$ cat config.mk
export PLATFORM = sky130hd
export DESIGN_NAME = mux_scan_sequencer
export DESIGN_NICKNAME = d
export VERILOG_FILES = /design/src/rtl/mux_scan_sequencer_pkg.sv /design/src/rtl/mux_settle_timer.sv /design/src/rtl/mux_scan_sequencer.sv
export SDC_FILE = /design/constraint.sdc
export NUM_CORES = 1
export LEC_CHECK = 0
export ABC_AREA = 1
export BUFFER_PORTS_ARGS = -buffer_cell sky130_fd_sc_hd__buf_4
export CAP_MARGIN = 20
export CORE_MARGIN = 5
export CORE_UTILIZATION = 34
export CTS_BUF_LIST = sky130_fd_sc_hd__clkbuf_8
export DETAILED_ROUTE_END_ITERATION = 10
export PLACE_DENSITY = 0.5
export RECOVER_POWER = 50
export SLEW_MARGIN = 20
export SYNTH_ARGS = -nofsm -noshare
export SYNTH_HDL_FRONTEND = slang
export SYNTH_SLANG_ARGS = --single-unit
$ cat constraint.sdc
create_clock -name clk -period 3.8 [get_ports clk]
set_clock_uncertainty 0.15 [all_clocks]
set_input_delay 1.14 -clock clk [delete_from_list [all_inputs] [get_ports clk]]
set_output_delay 1.14 -clock clk [all_outputs]
set_load 0.02 [all_outputs]
$ cat src/rtl/mux_scan_sequencer_pkg.sv
// rtl/mux_scan_sequencer_pkg.sv - shared types and constants for the mux scan sequencer
package mux_scan_sequencer_pkg;

  typedef enum logic [1:0] {
    IDLE = 2'd0,
    SCAN = 2'd1,
    HOLD = 2'd2
  } state_t;

  localparam int NUM_CH = 4;
  localparam int SEL_W  = 2;

endpackage

$ cat src/rtl/mux_settle_timer.sv
// rtl/mux_settle_timer.sv - settle counter that pulses done after SETTLE_CYC enabled cycles
module mux_settle_timer #(
  parameter int SETTLE_CYC = 1,
  parameter int CNT_W      = 4
) (
  input  logic clk,
  input  logic rst_n,
  input  logic clear,
  input  logic enable,
  output logic done
);

  // The compare value is truncated to the counter width; the check below
  // guarantees the truncation never loses information.
  localparam logic [CNT_W-1:0] LAST = CNT_W'(SETTLE_CYC - 1);

  if (SETTLE_CYC < 1 || SETTLE_CYC >= (1 << CNT_W)) begin : g_bad_param
    $error("mux_settle_timer: SETTLE_CYC must be in 1..2**CNT_W-1");
  end

  logic [CNT_W-1:0] cnt;

  assign done = enable && (cnt == LAST);

  // Count enabled cycles; wrap to zero on done so the next channel starts fresh.
  always_ff @(posedge clk or negedge rst_n) begin
    if (!rst_n) begin
      cnt <= '0;
    end else if (clear || done) begin
      cnt <= '0;
    end else if (enable) begin
      cnt <= cnt + CNT_W'(1);
    end
  end

endmodule

$ cat src/rtl/mux_scan_sequencer.sv
// rtl/mux_scan_sequencer.sv - steps a 4:1 mux through all channels and packs the samples into a word
module mux_scan_sequencer
  import mux_scan_sequencer_pkg::*;
#(
  parameter int SETTLE_CYC = 1,
  parameter int CNT_W      = 4
) (
  input  logic       clk,
  input  logic       rst_n,
  input  logic       start,
  input  logic       cont,
  input  logic       e,
  output logic       s1,
  output logic       s2,
  output logic       busy,
  output logic [3:0] word_out,
  output logic       word_valid,
  input  logic       word_ready
);

  state_t              state_q, state_d;
  logic [SEL_W-1:0]    idx_q, idx_d;
  logic [SEL_W-1:0]    sel_q, sel_d;
  logic [NUM_CH-1:0]   shadow_q, shadow_d;
  logic [NUM_CH-1:0]   word_q, word_d;
  logic                valid_q, valid_d;
  logic                busy_q, busy_d;
  logic                settle_done;

  // The counter only runs while scanning, so every scan entry sees it at zero.
  mux_settle_timer #(
    .SETTLE_CYC (SETTLE_CYC),
    .CNT_W      (CNT_W)
  ) u_settle_timer (
    .clk    (clk),
    .rst_n  (rst_n),
    .clear  (state_q != SCAN),
    .enable (state_q == SCAN),
    .done   (settle_done)
  );

  // State and datapath registers; reset discards any in-flight scan immediately.
  always_ff @(posedge clk or negedge rst_n) begin
    if (!rst_n) begin
      state_q  <= IDLE;
      idx_q    <= '0;
      sel_q    <= '0;
      shadow_q <= '0;
      word_q   <= '0;
      valid_q  <= 1'b0;
      busy_q   <= 1'b0;
    end else begin
      state_q  <= state_d;
      idx_q    <= idx_d;
      sel_q    <= sel_d;
      shadow_q <= shadow_d;
      word_q   <= word_d;
      valid_q  <= valid_d;
      busy_q   <= busy_d;
    end
  end

  // Next-state logic: start only in IDLE, capture on settle done, release on handshake.
  always_comb begin
    state_d  = state_q;
    idx_d    = idx_q;
    sel_d    = sel_q;
    shadow_d = shadow_q;
    word_d   = word_q;
    valid_d  = valid_q;
    busy_d   = busy_q;

    case (state_q)
      IDLE: begin
        if (start) begin
          state_d = SCAN;
          idx_d   = '0;
          sel_d   = '0;
          busy_d  = 1'b1;
        end
      end

      SCAN: begin
        if (settle_done) begin
          shadow_d[idx_q] = e;
          if (idx_q != SEL_W'(NUM_CH - 1)) begin
            idx_d = idx_q + SEL_W'(1);
            sel_d = idx_q + SEL_W'(1);
          end else begin
            // Last channel bypasses the shadow so the word is complete on this edge.
            state_d = HOLD;
            word_d  = {e, shadow_q[NUM_CH-2:0]};
            valid_d = 1'b1;
          end
        end
      end

      HOLD: begin
        if (valid_q && word_ready) begin
          valid_d = 1'b0;
          idx_d   = '0;
          sel_d   = '0;
          if (cont) begin
            state_d = SCAN;
          end else begin
            state_d = IDLE;
            busy_d  = 1'b0;
          end
        end
      end

      default: begin
        state_d = IDLE;
      end
    endcase
  end

  assign s1         = sel_q[1];
  assign s2         = sel_q[0];
  assign busy       = busy_q;
  assign word_out   = word_q;
  assign word_valid = valid_q;

endmodule

==> impl_metrics.yaml, run 1 <==
drt:
  wirelength_mm: 1.538
  drt_pass1_iterations: 4
  drtAntennaViolNets: 0
  vias: 619
  wl_per_cell_um: 11.06
  post_drt_via_cell_ratio: 4.453
  route.detailed.drc: 0
  drt_iter0_drc: 15
synthesis:
  async_flop_share_pct: 100.0
  synth_area_leaders: "dfrtp_1, ha_1, nand2_1"
  synth_xor_area_share_pct: 2.038
  synth-compound-area-share_pct: 7.569
  yosysWarnings: 0
  synth_top_family_by_area: "simple AND/OR/NAND/NOR gates"
  synth_fp_nets: 104
  synth.avg_cell_area_um2: 9.343
  synth_area_leader_cell: "dfrtp_1"
  muxShareOfSynthArea_pct: 0
  ys.flop_type: "dfrtp_1"
  synth_edf_count: 0
  yosysTopAreaCellShare_pct: 49.49
  synth_fa_ha_area_share_pct: 8.734
  synth_seq_area_share_pct: 49.49
  ys_ff_latch: 17
  synth_area_um2: 859.6
  synth.distinct_cells: 23
  syn_inst: 92
  synth-simple-area-share_pct: 25.18
timing:
  tns_ps: 0
  min_period_over_period_pct: 56.68
  rsz0062_at_grt: "false"
  maxSlewHeadroom_pct: 37.95
  max_freq_ghz: 0.4643
  fin_ws_ps: 1646
  worst_pin_slew_ps: 930.7
  setup_viol: 0
  timing.final.max_slew_violations: 0
  finalCriticalPeriod_ps: 2154
  hold_viol_final: 0
finish:
  final_common_cell: "nand2_1"
  diodes: 0
  nFillCells: 250
  drive_above_1_share_pct: 22.94
  regArea_um2: 425.4
  area_growth_pct: 18.49
  layout_common_cells: "nand2_1, dfrtp_1, buf_4, inv_1"
  final_nets: 122
  multi_input_area_um2: 355.3
critical_path:
  worst-path-buf-inv: 1
  critical_path_class: "reg2out"
  crit_fanout: 6
  slowest_delay_ps: 430
  cp-end-kind: "primary output"
  arrival_ps: 860
  r2r_slack_ps: 2300
  path_delay_family: "flip-flops"
  cp-start-kind: "flip-flop"
  required_ps: 2510
  rr_startpoint: "sel_q[1]"
  cp_cell_sequence: "buf_4"
  reg2reg_depth: 6
  r2r-end: "sel_q[0]"
  cpMaxStageDelayCell: "dfrtp_1"
job:
  maxCapViolations: 0
clock_network:
  cts_made_buffers: 3
  cts_tree: "yes"
  cts_resized: 0
  numClockSinks: 17
  h-tree-depth: 1
  clk_latency_ps: 250
  hold_buffers: 0
  clkTransAtPathRegs_ps: 70
  post-cts-setup-buffer-count: 0
  cts_root_buf: "clkbuf_8"
  clockBufferDepth: 2
global_route:
  grt_pass1_wl_mm: 2.801
  antenna_found_initial: 0
  grt_util_all_layers_pct: 10.50
  grt_pass1_vias: 660
  grt_overflow_total: 0
  grt_max_degree: 18
power:
  clockPowerShare_pct: 18.1
  combPwrFrac_pct: 42.3
  p_seq_share_pct: 39.7
  peakVddDrop_mv: 0.3500
  power_w: 0.0007376
  p_switching_w: 0.0002937
  powerDensity_nw_per_um2: 724.2
  p_int_w: 0.0004439
  p_sw_share_pct: 39.82
  p_leak_nw: 0.5198
die:
  start_util_pct: 35.02
  die_w_um: 60.28
  io_pins: 14
  rows: 18
  die_area_um2: 3634
  core_um2: 2455
  die_y_um: 60.28
status:
  status: "completed"
placed_design:
  place_congestion: 0.7467
  portBuffers: 13
  place_hpwl_mm: 1.174
  pre_cts_ws_ps: 1741
worst_hold_path:
  hp-class: "reg2reg"
  whs_path_depth: 2
  hold_path_startpoint: "shadow_q[1]"
  hold_end: "shadow_q[1]"
cell families after synthesis:
group / after synthesis
and+or+nand+nor: 40
DFF: 17
AOI/OAI and AO/OA: 12
adders and majority gates: 6
buffers and inverters: 15
xor gates and xnor gates: 2
stage by stage:
stage                     instances  area [um^2]  utilization (%)  hold WS [ps]
after floorplan                  92        859.6                -         299.5
after global placement          135        994.7            40.52         324.5
after detailed placement        135        994.7            40.52         331.5
after CTS                       139         1041            42.41         348.8
after global routing            139         1018            41.49         363.4
final                           139         1018            41.49         339.6
cell usage after synthesis, types with 2 or more instances:
cell type	n
nand4_1	2
o21ai_1	7
inv_2	2
o21ai_0	3
dfrtp_1	17
nand3_1	7
nor2_1	7
nand2_1	17
inv_1	11
ha_1	6
worst register-to-register path, stage by stage, from the launching register on:
cell and delay [ps]:
dfrtp_1 430, ha_1 270, nand3b_1 200, nand2_1 130, nand3_2 80, nand2_1 70
nand2_1 50
sequential cells by signal, indices dropped and copies added, names as in the netlist:
| name | flops |
|---|---|
| busy | 1 |
| sel_q | 2 |
| shadow_q | 3 |
| state_q | 2 |
| u_settle_timer.cnt | 4 |
| word_out | 4 |
| word_valid | 1 |
worst max path at each step:
| stage | endpoint | slack [ps] | depth (start not counted) | from |
|---|---|---|---|---|
| 6_report | s2 | 1650 | 1 | sel_q[0] |
| 4_1_cts | s2 | 1630 | 1 | sel_q[0] |
| 3_3_place_gp | busy | 1780 | 5 | word_ready |
| 3_5_place_dp | busy | 1740 | 5 | word_ready |
| 2_1_floorplan | busy | 1880 | 4 | word_ready |
| 5_1_grt | s2 | 1600 | 1 | sel_q[0] |
routing by layer:
| layer | up-vias | track usage (%) | wire length, um |
|---|---|---|---|
| met2 | 9 | 17.59 | 789 |
| met3 | 2 | 4.320 | 73 |
| li1 | 325 | - | - |
| met5 | - | 0 | 0 |
| met4 | 0 | 4.430 | 14 |
| met1 | 283 | 11.62 | 660 |
area by class of cell:
type                            instances  area share (%)
Multi-Input combinational cell         60           34.89
Timing Repair Buffer                   13           9.214
Tap cell                               30           3.685
Clock buffer                            3           4.054
Clock inverter                          1          0.4914
Inverter                               15           5.897
Sequential cell                        17           41.77
power groups by stage:
| stage | clock, W | combinational (W) | sequential, W |
|---|---|---|---|
| detailed placement | 0 | 0.000326 | 0.000296 |
| CTS | 0.000139 | 0.000326 | 0.000293 |
| global route | 0.000148 | 0.000361 | 0.000303 |
| global placement | 0 | 0.000320 | 0.000293 |
| finish | 0.000133 | 0.000312 | 0.000293 |
| floorplan | 0 | 0.000178 | 0.000334 |
Power figures use the tool's default switching activity.
==> run 2, diff against run 1 <==
PLACE_DENSITY = 0.52   (was 0.5)
clock period = 1.95 ns   (was 3.8 ns; I/O delays follow)
==> run 2 against run 1 <==
  * Die area stayed put
  * Via count is 0.97% higher
  * Final cell count stayed put
  * Highest routed layer unchanged
==> impl_metrics.yaml, run 2 (synthesis results as in run 1) <==
placed_design:
  portBuffers: 13
  place_congestion: 0.7872
  place_hpwl_mm: 1.141
  placed_cell_area_um2: 994.7
clock_network:
  cts_root_buf: "clkbuf_8"
  clockBufferDepth: 2
  clk_latency_ps: 250
  h-tree-depth: 1
  cts_made_buffers: 3
  cts_tree: "yes"
  post-cts-setup-buffer-count: 0
  hold_buffers: 0
  numClockSinks: 17
  clkTransAtPathRegs_ps: 70
  cts_resized: 0
timing:
  rsz0062_at_grt: "false"
  hold_viol_final: 0
  worst_pin_slew_ps: 932.0
  min_period_over_period_pct: 82.49
  finalCriticalPeriod_ps: 1609
  tns_ps: 0
  maxSlewHeadroom_pct: 37.87
  max_freq_ghz: 0.6217
  setup_viol: 0
  timing.final.max_slew_violations: 0
power:
  peakVddDrop_mv: 0.6634
  p_leak_nw: 0.5198
  powerDensity_nw_per_um2: 1410
drt:
  drt_pass1_iterations: 2
  vias: 625
  wl_per_cell_um: 11.12
  route.detailed.drc: 0
  post_drt_via_cell_ratio: 4.496
  drtAntennaViolNets: 0
  wirelength_mm: 1.545
  drt_iter0_drc: 14
critical_path:
  path_delay_family: "flip-flops"
  required_ps: 1210
  slowest_delay_ps: 440
  cp_cell_sequence: "buf_4"
  cp-end-kind: "primary output"
  r2r_slack_ps: 470
  arrival_ps: 870
  cp-start-kind: "flip-flop"
  critical_path_class: "reg2out"
  crit_fanout: 6
  cpMaxStageDelayCell: "dfrtp_1"
  worst-path-buf-inv: 1
die:
  rows: 18
  io_pins: 14
  die_y_um: 60.28
  start_util_pct: 35.02
  core_um2: 2455
  die_w_um: 60.28
  die_area_um2: 3634
worst_hold_path:
  hp-class: "in2async"
finish:
  final_nets: 122
  final_area_um2: 1018
  drive_above_1_share_pct: 22.94
  final_common_cell: "nand2_1"
  layout_common_cells: "nand2_1, dfrtp_1, buf_4, inv_1"
  diodes: 0
  area_growth_pct: 18.49
global_route:
  grt_overflow_total: 0
  antenna_found_initial: 0
  grt_pass1_wl_mm: 2.635
  grt_pass1_vias: 617
  grt_util_all_layers_pct: 10.00
  grt_max_degree: 18
status:
  status: "completed"
job:
  maxCapViolations: 0
[run 2: cell counts in the layout (fill, tap and decap cells not counted)]
Identical to the previous run, type by type.
[run 2: layout make-up]
type / count / area [um^2]
Clock inverter: 1 / 5.005
Clock buffer: 3 / 41.29
Sequential cell: 17 / 425.4
Inverter: 15 / 60.06
Multi-Input combinational cell: 60 / 355.3
Tap cell: 30 / 37.54
Timing Repair Buffer: 13 / 93.84
Fill cell: 251 / 1436
[run 2: per-stage QoR]
stage	instances	utilization, %	hold WS (ps)	total power, W	worst slack [ps]
after global placement	135	40.52	315.9	0.001197	482.4
after global routing	139	41.49	375.0	0.001560	299.1
final	139	41.49	295.4	0.001436	341.4
after CTS	139	42.41	41.95	0.001480	323.0
after floorplan	92	-	139.4	0.0009970	491.8
after detailed placement	135	40.52	318.3	0.001205	446.2
[run 2: final timing paths]
check,depth (start not counted),to,start
max in group asynchronous,1,shadow_q[2],rst_n
min,1,u_settle_timer.cnt[2],rst_n
max,1,s2,sel_q[0]
min reg2reg,2,shadow_q[0],shadow_q[0]
max reg2reg,6,sel_q[1],sel_q[0]
min in group clk,2,shadow_q[0],shadow_q[0]
[run 2: where the power goes]
group	total, W	switching, W	leakage (nW)	internal, W
clock network	0.000263	0.000121	0.0255	0.000142
logic	0.000603	0.000353	0.281	0.000249
registers	0.000570	0.0000958	0.214	0.000474
total	0.00144	0.000570	0.520	0.000866
[run 2: per-layer routing]
layer	share of wire [%]	track usage [%]	vias to the layer above
met2	48	15.74	7
met1	47	12.12	287
met4	1.5	3.797	0
met3	3.7	4.104	4
li1	-	-	327
met5	0	0	-
==> run 3, diff against run 2 <==
PLACE_DENSITY = 0.5   (was 0.52)
clock period = 1.7 ns   (was 1.95 ns; I/O delays follow)
==> run 3 against run 2 <==
  * Power rose by 15%
  * Hold slack improved by 45 ps
  * Clock power rose by 12%
  * Critical endpoint unchanged
  * Global-route usage fell by 0.094 points
  * Register-to-register slack got worse by 250 ps
  * Count of clock-buffer cells in the layout did not move
  * Utilization rose by 0.46 points
  * Critical path depth did not move
  * Final area rose by 1.1%
==> impl_metrics.yaml, run 3 (synthesis results as in run 1) <==
critical_path:
  path_depth: 1
  critical_path_class: "reg2out"
  reg2reg_depth: 6
  worst-path-buf-inv: 1
  cp-start-kind: "flip-flop"
  slowest_delay_ps: 440
  path_delay_family: "flip-flops"
  crit_fanout: 6
  cp_cell_sequence: "buf_4"
  cpMaxStageDelayCell: "dfrtp_1"
  arrival_ps: 870
  required_ps: 1040
  cp-end-kind: "primary output"
timing:
  setup_viol: 0
  min_period_over_period_pct: 90.21
  hold_viol_final: 0
  tns_ps: 0
  finalCriticalPeriod_ps: 1534
  maxSlewHeadroom_pct: 72.37
  timing.final.max_slew_violations: 0
  worst_pin_slew_ps: 414.5
  max_freq_ghz: 0.6520
  rsz0062_at_grt: "false"
global_route:
  antenna_found_initial: 0
  grt_overflow_total: 0
  grt_pass1_wl_mm: 2.608
  grt_pass1_vias: 625
  grt_max_degree: 18
  grt_util_all_layers_pct: 9.911
power:
  p_leak_nw: 0.5270
  powerDensity_nw_per_um2: 1598
  peakVddDrop_mv: 1.147
  power_w: 0.001646
finish:
  final_common_cell: "nand2_1"
  final_nets: 123
  area_growth_pct: 19.80
  drive_above_1_share_pct: 23.64
  diodes: 0
  layout_common_cells: "nand2_1, dfrtp_1, buf_4, inv_1"
worst_hold_path:
  whs_path_depth: 2
  hp-class: "reg2reg"
clock_network:
  cts_root_buf: "clkbuf_8"
  cts_made_buffers: 3
  cts_tree: "yes"
  h-tree-depth: 1
  numClockSinks: 17
  cts_resized: 0
  clk_latency_ps: 250
  clockBufferDepth: 2
  clkTransAtPathRegs_ps: 60
drt:
  wl_met2_um: 676
  drtAntennaViolNets: 0
  top_layer: "met4"
  route.detailed.drc: 0
  drt_pass1_iterations: 4
  drt_iter0_drc: 15
  wl_per_cell_um: 10.84
  post_drt_via_cell_ratio: 4.529
  wl_met1_um: 731
  wirelength_mm: 1.518
  met3_length_um: 70
  vias: 634
placed_design:
  place_hpwl_mm: 1.170
  place_congestion: 0.7709
  portBuffers: 13
die:
  die_w_um: 60.28
  core_um2: 2455
  start_util_pct: 35.02
  rows: 18
  die_area_um2: 3634
  io_pins: 14
  die_y_um: 60.28
status:
  status: "completed"
job:
  maxCapViolations: 0
-- run 3: cell types whose count changed in the layout (fill, tap and decap cells not counted), sizes merged --
cell,previous run,this run
dlygate4sd3,0,1
-- run 3: path summary, 6_finish.rpt --
path,endpoint,slack [ps],from
worst min register to register,word_out[1],340,word_out[1]
worst max-delay path,s2,170,sel_q[0]
max in group asynchronous,word_out[0],540,rst_n
min in group asynchronous,u_settle_timer.cnt[0],570,rst_n
worst min-delay path,word_out[1],340,word_out[1]
worst max register to register,sel_q[1],220,sel_q[1]
-- run 3: where the power goes --
group | switching, W | internal (W) | total (W)
clock network | 0.000132 | 0.000162 | 0.000295
registers | 0.000107 | 0.000544 | 0.000652
logic | 0.000411 | 0.000288 | 0.000699
-- run 3: routing by layer --
| layer | vias up | global-route usage (%) |
|---|---|---|
| met5 | - | 0 |
| met4 | 0 | 4.747 |
| met3 | 4 | 4.536 |
| met2 | 12 | 14.04 |
| met1 | 291 | 12.67 |
| li1 | 327 | - |
-- run 3: cell type report --
class / count / area [um^2]
multi-input combinational: 60 / 355.3
tap: 30 / 37.54
clock inverter: 1 / 5.005
inverter: 15 / 60.06
sequential: 17 / 425.4
timing repair buffer: 14 / 105.1
clock buffer: 3 / 41.29
fill: 248 / 1425
-- run 3: metrics by stage --
step                std cells  hold slack, ps  util [%]  setup WS, ps  instance area [um^2]
floorplan                  92           64.41         -         241.8                 859.6
global placement          135           243.2     40.52         271.6                 994.7
detailed placement        135           234.7     40.52         254.0                 994.7
CTS                       140           340.2     42.81         154.3                  1051
global route              140           371.1     41.95         54.82                  1030
finish                    140           340.1     41.95         166.4                  1030
-- run 3: what timing repair did --
item,CTS,global route
endpoints found under the hold margin,17,0
hold buffers,1,0
buffers inserted,0,0
